===== src/rtl/csr_file_if.sv =====
// Write-back/trap channel into the CSR file: one request per cycle, qualified by valid.
interface csr_wif #(
  parameter int unsigned XLEN = 32
);
  logic [11:0]     addr;
  logic [XLEN-1:0] data;
  logic [XLEN-1:0] pc;
  logic [XLEN-1:0] cause;
  logic            trap;
  logic            valid;

  modport req (output addr, data, pc, cause, trap, valid);
  modport rsp (input  addr, data, pc, cause, trap, valid);
endinterface


===== src/rtl/csr_file.sv =====
// Machine-mode CSR file: combinational read port, single write/trap channel, MRET handling.
// Define CSR_COUNTERS_EN to add the 64-bit mcycle/minstret counters and their user shadows.
module csr_file #(
  parameter int unsigned XLEN    = 32,
  parameter int unsigned HART_ID = 0
) (
  input  logic            clk,
  input  logic            rst,
  csr_wif.rsp             wbcsr_wif,
  input  logic [11:0]     raddr,
  output logic [XLEN-1:0] rdata,
  output logic            rillegal,
  input  logic            mret,
  input  logic            instret_inc,
  output logic [XLEN-1:0] mtvec_o,
  output logic [XLEN-1:0] mepc_o
);

  typedef enum logic [11:0] {
    CSR_MSTATUS   = 12'h300,
    CSR_MISA      = 12'h301,
    CSR_MIE       = 12'h304,
    CSR_MTVEC     = 12'h305,
    CSR_MSCRATCH  = 12'h340,
    CSR_MEPC      = 12'h341,
    CSR_MCAUSE    = 12'h342,
    CSR_MTVAL     = 12'h343,
    CSR_MIP       = 12'h344,
    CSR_MCYCLE    = 12'hB00,
    CSR_MINSTRET  = 12'hB02,
    CSR_MCYCLEH   = 12'hB80,
    CSR_MINSTRETH = 12'hB82,
    CSR_CYCLE     = 12'hC00,
    CSR_INSTRET   = 12'hC02,
    CSR_CYCLEH    = 12'hC80,
    CSR_INSTRETH  = 12'hC82,
    CSR_MHARTID   = 12'hF14
  } csr_addr_e;

  logic            st_mie, st_mpie;
  logic [XLEN-1:0] mie_q, mtvec_q, mscratch_q, mepc_q, mcause_q, mtval_q;
  logic [XLEN-1:0] mstatus_rd;
  logic            trap_fire, we;

  assign trap_fire = wbcsr_wif.valid && wbcsr_wif.trap;
  // addr[11:10]==2'b11 is the read-only CSR space; writes there are dropped.
  assign we        = wbcsr_wif.valid && !wbcsr_wif.trap && (wbcsr_wif.addr[11:10] != 2'b11);

  assign mstatus_rd = XLEN'({19'b0, 2'b11, 3'b0, st_mpie, 3'b0, st_mie, 3'b0});
  assign mtvec_o    = mtvec_q;
  assign mepc_o     = mepc_q;

  always_ff @(posedge clk or posedge rst) begin
    if (rst) begin
      st_mie     <= 1'b0;
      st_mpie    <= 1'b0;
      mie_q      <= '0;
      mtvec_q    <= '0;
      mscratch_q <= '0;
      mepc_q     <= '0;
      mcause_q   <= '0;
      mtval_q    <= '0;
    end else if (trap_fire) begin
      mepc_q   <= wbcsr_wif.pc & ~XLEN'(3);
      mcause_q <= wbcsr_wif.cause;
      mtval_q  <= '0;
      st_mpie  <= st_mie;
      st_mie   <= 1'b0;
    end else begin
      if (mret) begin
        st_mie  <= st_mpie;
        st_mpie <= 1'b1;
      end
      if (we) begin
        case (wbcsr_wif.addr)
          CSR_MSTATUS: begin
            // MRET owns mstatus this cycle; a concurrent write is lost.
            if (!mret) begin
              st_mie  <= wbcsr_wif.data[3];
              st_mpie <= wbcsr_wif.data[7];
            end
          end
          CSR_MIE:      mie_q      <= wbcsr_wif.data;
          CSR_MTVEC:    mtvec_q    <= wbcsr_wif.data & ~XLEN'(3);
          CSR_MSCRATCH: mscratch_q <= wbcsr_wif.data;
          CSR_MEPC:     mepc_q     <= wbcsr_wif.data & ~XLEN'(3);
          CSR_MCAUSE:   mcause_q   <= wbcsr_wif.data;
          CSR_MTVAL:    mtval_q    <= wbcsr_wif.data;
          default:      ;
        endcase
      end
    end
  end

`ifdef CSR_COUNTERS_EN
  logic [63:0] mcycle_q, minstret_q;

  // A write to one half replaces that half only; the increment is skipped that cycle.
  always_ff @(posedge clk or posedge rst) begin
    if (rst) begin
      mcycle_q   <= '0;
      minstret_q <= '0;
    end else begin
      if (we && wbcsr_wif.addr == CSR_MCYCLE)
        mcycle_q[31:0] <= wbcsr_wif.data[31:0];
      else if (we && wbcsr_wif.addr == CSR_MCYCLEH)
        mcycle_q[63:32] <= wbcsr_wif.data[31:0];
      else
        mcycle_q <= mcycle_q + 64'd1;

      if (we && wbcsr_wif.addr == CSR_MINSTRET)
        minstret_q[31:0] <= wbcsr_wif.data[31:0];
      else if (we && wbcsr_wif.addr == CSR_MINSTRETH)
        minstret_q[63:32] <= wbcsr_wif.data[31:0];
      else if (instret_inc)
        minstret_q <= minstret_q + 64'd1;
    end
  end
`else
  logic unused_instret;
  assign unused_instret = instret_inc;
`endif

  always_comb begin
    rdata    = '0;
    rillegal = 1'b0;
    case (raddr)
      CSR_MSTATUS:  rdata = mstatus_rd;
      CSR_MISA:     rdata = XLEN'(32'h4000_0100);
      CSR_MIE:      rdata = mie_q;
      CSR_MTVEC:    rdata = mtvec_q;
      CSR_MSCRATCH: rdata = mscratch_q;
      CSR_MEPC:     rdata = mepc_q;
      CSR_MCAUSE:   rdata = mcause_q;
      CSR_MTVAL:    rdata = mtval_q;
      CSR_MIP:      rdata = '0;
      CSR_MHARTID:  rdata = XLEN'(HART_ID);
`ifdef CSR_COUNTERS_EN
      CSR_MCYCLE,    CSR_CYCLE:    rdata = XLEN'(mcycle_q[31:0]);
      CSR_MCYCLEH,   CSR_CYCLEH:   rdata = XLEN'(mcycle_q[63:32]);
      CSR_MINSTRET,  CSR_INSTRET:  rdata = XLEN'(minstret_q[31:0]);
      CSR_MINSTRETH, CSR_INSTRETH: rdata = XLEN'(minstret_q[63:32]);
`endif
      default:      rillegal = 1'b1;
    endcase
  end

endmodule


===== src/flat_wrapper.sv =====
// flat-port wrapper written by rule: the top's interface ports become plain ports
module csr_file_flat 
#(
  parameter int unsigned XLEN    = 32,
  parameter int unsigned HART_ID = 0
)
  (clk, rst, raddr, rdata, rillegal, mret, instret_inc, mtvec_o, mepc_o, wbcsr_wif_addr, wbcsr_wif_data, wbcsr_wif_pc, wbcsr_wif_cause, wbcsr_wif_trap, wbcsr_wif_valid);
  csr_wif #(.XLEN(XLEN)) wbcsr_wif_i ();
  input  logic clk;
  input  logic rst;
  input  logic [11:0] raddr;
  output logic [XLEN-1:0] rdata;
  output logic rillegal;
  input  logic mret;
  input  logic instret_inc;
  output logic [XLEN-1:0] mtvec_o;
  output logic [XLEN-1:0] mepc_o;
  input wire logic [$bits(wbcsr_wif_i.addr)-1:0] wbcsr_wif_addr;
  input wire logic [$bits(wbcsr_wif_i.data)-1:0] wbcsr_wif_data;
  input wire logic [$bits(wbcsr_wif_i.pc)-1:0] wbcsr_wif_pc;
  input wire logic [$bits(wbcsr_wif_i.cause)-1:0] wbcsr_wif_cause;
  input wire logic [$bits(wbcsr_wif_i.trap)-1:0] wbcsr_wif_trap;
  input wire logic [$bits(wbcsr_wif_i.valid)-1:0] wbcsr_wif_valid;
  assign wbcsr_wif_i.addr = wbcsr_wif_addr;
  assign wbcsr_wif_i.data = wbcsr_wif_data;
  assign wbcsr_wif_i.pc = wbcsr_wif_pc;
  assign wbcsr_wif_i.cause = wbcsr_wif_cause;
  assign wbcsr_wif_i.trap = wbcsr_wif_trap;
  assign wbcsr_wif_i.valid = wbcsr_wif_valid;
  csr_file #(.XLEN(XLEN), .HART_ID(HART_ID)) u_core (.clk(clk), .rst(rst), .wbcsr_wif(wbcsr_wif_i), .raddr(raddr), .rdata(rdata), .rillegal(rillegal), .mret(mret), .instret_inc(instret_inc), .mtvec_o(mtvec_o), .mepc_o(mepc_o));
endmodule

===== config.mk =====
export PLATFORM = sky130hd
export DESIGN_NAME = csr_file_flat
export DESIGN_NICKNAME = d
export VERILOG_FILES = /design/src/rtl/csr_file_if.sv /design/src/rtl/csr_file.sv /design/src/flat_wrapper.sv
export SDC_FILE = /design/constraint.sdc
export NUM_CORES = 1
export LEC_CHECK = 0
export ABC_AREA = 0
export BUFFER_PORTS_ARGS = -buffer_cell sky130_fd_sc_hd__buf_2
export CAP_MARGIN = 20
export CORE_MARGIN = 3
export CORE_UTILIZATION = 61
export CTS_BUF_LIST = sky130_fd_sc_hd__clkbuf_2
export CTS_CLUSTER_SIZE = 14
export DETAILED_ROUTE_END_ITERATION = 7
export GPL_ROUTABILITY_DRIVEN = 0
export PLACE_DENSITY = 0.95
export SYNTH_ARGS = -nofsm -noshare
export SYNTH_HDL_FRONTEND = slang
export SYNTH_SLANG_ARGS = --single-unit

===== constraint.sdc =====
create_clock -name clk -period 17.2 [get_ports clk]
set_input_delay 0.86 -clock clk [delete_from_list [all_inputs] [get_ports clk]]
set_output_delay 0.86 -clock clk [all_outputs]
set_load 0.02 [all_outputs]

### Word-level counts from Yosys, hierarchy flattened

Index checks and enable logic that the tools add are counted.

* equal/unequal tests: 18
* muxes and demuxes: 21
* reduce and logical (&&, ||, !) cells: 15
* bitwise logic cells: 1

Operator list (number)
* 2-to-1 mux 32 bit: 9
* one-hot mux 32 bit (8 select lines): 1
* equality test 12 x 10 -> 1 bit (second input constant): 16
* equality test 12 bit (second input constant): 1
* 2-to-1 mux 1 bit: 11
* OR reduction 10 bit: 1
* AND reduction 3 bit: 3
* nonzero test 2 bit: 4
* AND reduction 2 bit: 3
* logical AND 1 bit: 3
* inequality test 2 bit (second input constant): 1
* logical NOT 1 bit: 1
* inverter 1 bit: 1

* output and inout bits: 97
* flip-flop bits (word level): 192
* word-level logic and storage cells: 63
* bits of input ports: 126

### Depth between registers and ports, before layout

* depth in word-level cells: 5
* gate-level depth with buffers: 7
* depth with buffers taken out: 4

### Worst setup path after synthesis

No wires, ideal clock.

* path kind: in2out
* start: input port raddr[4]
* end: output port rdata[0]
* buffers on the path: 3
* slack: 13636 ps
* stages on the path: 6
* required time: 16340 ps
* data arrival time: 2704 ps
* cells stage by stage: or4_1 -> buf_2 -> or3_1 -> buf_6 -> buf_2 -> o21ai_0

* cells in the longest elaborated chain, start to end: 2
* elaborated cells on any way between the ends: 9
* those cells by class: eq/ne: 8; mux: 1

Ends and longest elaborated chain
* from (decl): RTL line flat_wrapper.sv:11 `input logic [11:0] raddr;`
* equality test 12 x 10 -> 1 bit: RTL line csr_file.sv:127 `case (raddr)`
* one-hot mux 32 bit (8 select lines) (*): RTL line csr_file.sv:127
* to (decl): RTL line flat_wrapper.sv:12 `output logic [XLEN-1:0] rdata;`

Mark *: on every way between the ends. The rest lies on a longest branch, timed or not.

### Final worst setup path

* start: input port raddr[4]
* end: output port rdata[27]

Same word-level chain as after synthesis.

==> out/qor.txt <==
Critical-path maximum fanout - 18
NetSw - 241.0 uW
Max Clk Rate - 221.8 MHz
Bufs on Longest Clock Path - 2
Crit path kind - in2out
CTS H-Tree Depth - 4
Critical path capture point type - primary output
Seq/Total Area, Yosys - 0.4870
Die footprint - 17,560 um2
Layout cell share with drive strength beyond 1 - 0.3604
Commonest non-fill, non-tap cell in the layout - buf_2
Port Buffers - 215
Clock Root Buffer - clkbuf_2
IO Count - 223
Hold_ws - 136.7 ps
Inst Count DP - 1,298
Die X - 132.5 um
Fin Setup TNS - 0 ps
Final hold vios - 0
Int Pwr - 593.5 uW
RSZ-0062 raised after global routing - false
Critical Path, Cell by Cell - buf_2, nor4_1, nand3_1, o22ai_1, a221o_1, buf_2
Cell Pwr Density - 74.17 nW/um2
CP startpoint kind - primary input
Total Wirelength - 30,820 um
Fin nets - 1,235
Post-CTS setup buffer count - 0
DR pass1 iterations - 5
Slowest Stage Delay on Critical Path - 1040 ps
Slew headroom - 0.2060
Pin count of the biggest net entering global routing - 108
Fillers - 1,121
Status - finished, final reports clean
Clock sink count - 190
Max VDD drop - 0.05656 mV
Drt first-iter violations - 1,066
Core area - 15,430 um2
Switching Fraction - 0.2888
Layout area overhead - 15.24%
Clk_lat worst skew - 810 ps
Clk pwr share - 0.278
Area of the multi-input gates - 4684 um2
Seq cells post-synth - 190
WL per Instance - 23.05 um
Final cycle utilization of the critical path - 0.2621
P_leak - 0.005693 uW
Flop2flop setup slack - 16,220 ps
Rows - 45
Vias post-DR - 8,932
First-pass GRT wire length - 47,600 um
Final setup viols - 0
Final Non-Filler Cells - 1,337
Die height - 132.5 um
CP max stage cell - nand3_1
Initial core utilization - 0.6328
CP Data Required Time - 16,340 ps
Final Critical Period - 4508 ps
Final ANT Viol Nets - 0
Worst-Margin Slew - 1182 ps
Vias in the first global route - 8,721
Post-CTS Resized - 0
Slew Viols, Final - 0
Worst endpoint data arrival time - 3650 ps
Part of the power in registers - 0.577
CTS tree - built
FF+latch area - 4755 um2
CTS clk-pin slew, worst paths - 260 ps
Logic pwr share - 0.145
Hold_buf cts - 0
Drt drc - 0
Most frequent cells in the layout - buf_2, dfrtp_1, mux2_2
Initial antenna violation count - 8
GRT Residual Overflow - 0
Max Clock Skew - 0.2244 ps
Cells after Synth - 937
Most frequent CP cell - buf_2
Cts bufs inserted - 17
Mapped cell area - 9763 um2
Distinct cell type count after synthesis - 51
Vias per cell - 6.681
Synth Area per Inst - 10.42 um2
Synth Warn # - 0
GR Util All Layers - 0.3468
Hold Crit Class - in2async
Max cap viols - 0
Dpl hpwl - 19,840 um
-- final cells by class --
type	instances	area share
Clock buffer	20	0.008897
Antenna cell	5	0.001112
Tap cell	211	0.02347
Multi-Input combinational cell	662	0.4164
Sequential cell	190	0.4226
Inverter	3	0.001668
Timing Repair Buffer	235	0.1132
Clock inverter	11	0.01268
-- routing by layer --
| metal | vias up | global-route usage | routed length (um) |
|---|---|---|---|
| li1 | 3809 | - | - |
| met4 | 6 | 0.1345 | 832 |
| met2 | 664 | 0.5377 | 14430 |
| met1 | 4369 | 0.4630 | 11890 |
| met5 | - | 0 | 36 |
| met3 | 84 | 0.1046 | 3635 |
-- power groups by stage --
stage | clock network [uW] | logic, uW | registers [uW]
after floorplan | 0 | 60.0 | 496
after global placement | 0 | 115 | 487
after detailed placement | 0 | 119 | 488
after CTS | 231 | 120 | 481
after global routing | 248 | 133 | 484
final | 232 | 121 | 482
-- cell usage after synthesis, drive strengths merged --
library cell	number	area [um2]
nor2b	1	6.260
nand3	34	170.2
a2111o	1	11.26
nor4b	3	26.28
nand2	76	285.3
a22oi	32	240.2
nor4bb	3	30.03
a32oi	1	8.760
and4	2	17.52
or3b	2	17.52
o21bai	3	22.52
o22ai	20	125.1
mux2	117	1318
or2	1	6.260
a2111oi	1	8.760
conb	1	3.750
nand3b	1	7.510
or3	1	6.260
nor4	6	37.54
and2	3	18.77
a21o	17	127.6
inv	3	11.26
dfrtp	190	4755
nor2	76	301.5
a2bb2oi	2	17.52
nand4	4	25.02
nand4bb	1	11.26
o21ai	68	340.3
clkbuf	60	226.5
mux2i	55	550.5
a21oi	35	175.2
buf	25	150.1
mux4	6	135.1
a31oi	62	387.9
o221ai	2	17.52
a22o	2	17.52
nand2b	2	12.51
a221o	5	50.05
nor3b	2	15.01
nand4b	1	8.760
a41oi	1	8.760
or4	1	7.510
nor3	7	35.03
o22a	1	8.760
-- sequential cells by signal, indices dropped and copies added, names as in the netlist --
signal	cells
u_core.mepc_o	30
u_core.mscratch_q	32
u_core.mtvec_o	30
u_core.st_mie	1
u_core.mie_q	32
u_core.mtval_q	32
u_core.st_mpie	1
u_core.mcause_q	32
-- stage by stage --
step | setup WS, ps | utilization | cell area, um2 | power [uW]
after floorplan | 11170 | - | 9774 | 555.7
after global placement | 12790 | 0.7082 | 10930 | 602.0
after detailed placement | 12700 | 0.7082 | 10930 | 607.6
after CTS | 12790 | 0.7239 | 11170 | 830.9
after global routing | 12590 | 0.7291 | 11250 | 864.6
final | 12690 | 0.7293 | 11250 | 834.5
-- cells by family after synthesis --
kind of cell / Yosys count / synth area share
mux: 178 / 0.2052
other cells: 1 / 0.0003841
simple gates: 227 / 0.1071
flops: 190 / 0.4870
compound gates: 253 / 0.1606
buf+inv: 88 / 0.03973
-- worst paths after layout --
kind / startpoint / depth (start not counted) / end
min: rst / 2 / u_core.mtval_q[0]$_DFFE_PP0P_
max reg2reg: u_core.st_mie$_DFF_PP0_ / 3 / u_core.st_mie$_DFF_PP0_
max in group asynchronous: rst / 4 / u_core.mcause_q[4]$_DFFE_PP0P_
min reg2reg: u_core.mie_q[17]$_DFFE_PP0P_ / 1 / u_core.mie_q[17]$_DFFE_PP0P_
max: raddr[4] / 6 / rdata[27]
min in group clk: wbcsr_wif_cause[19] / 3 / u_core.mcause_q[19]$_DFFE_PP0P_
-- critical path, delay by kind of cell --
kind	cells	cell delay [ps]
AND/OR/NAND/NOR	2	1870
AO/OA/AOI/OAI	2	630
buffers and inverters	2	280
Power figures use the tool's default switching activity.
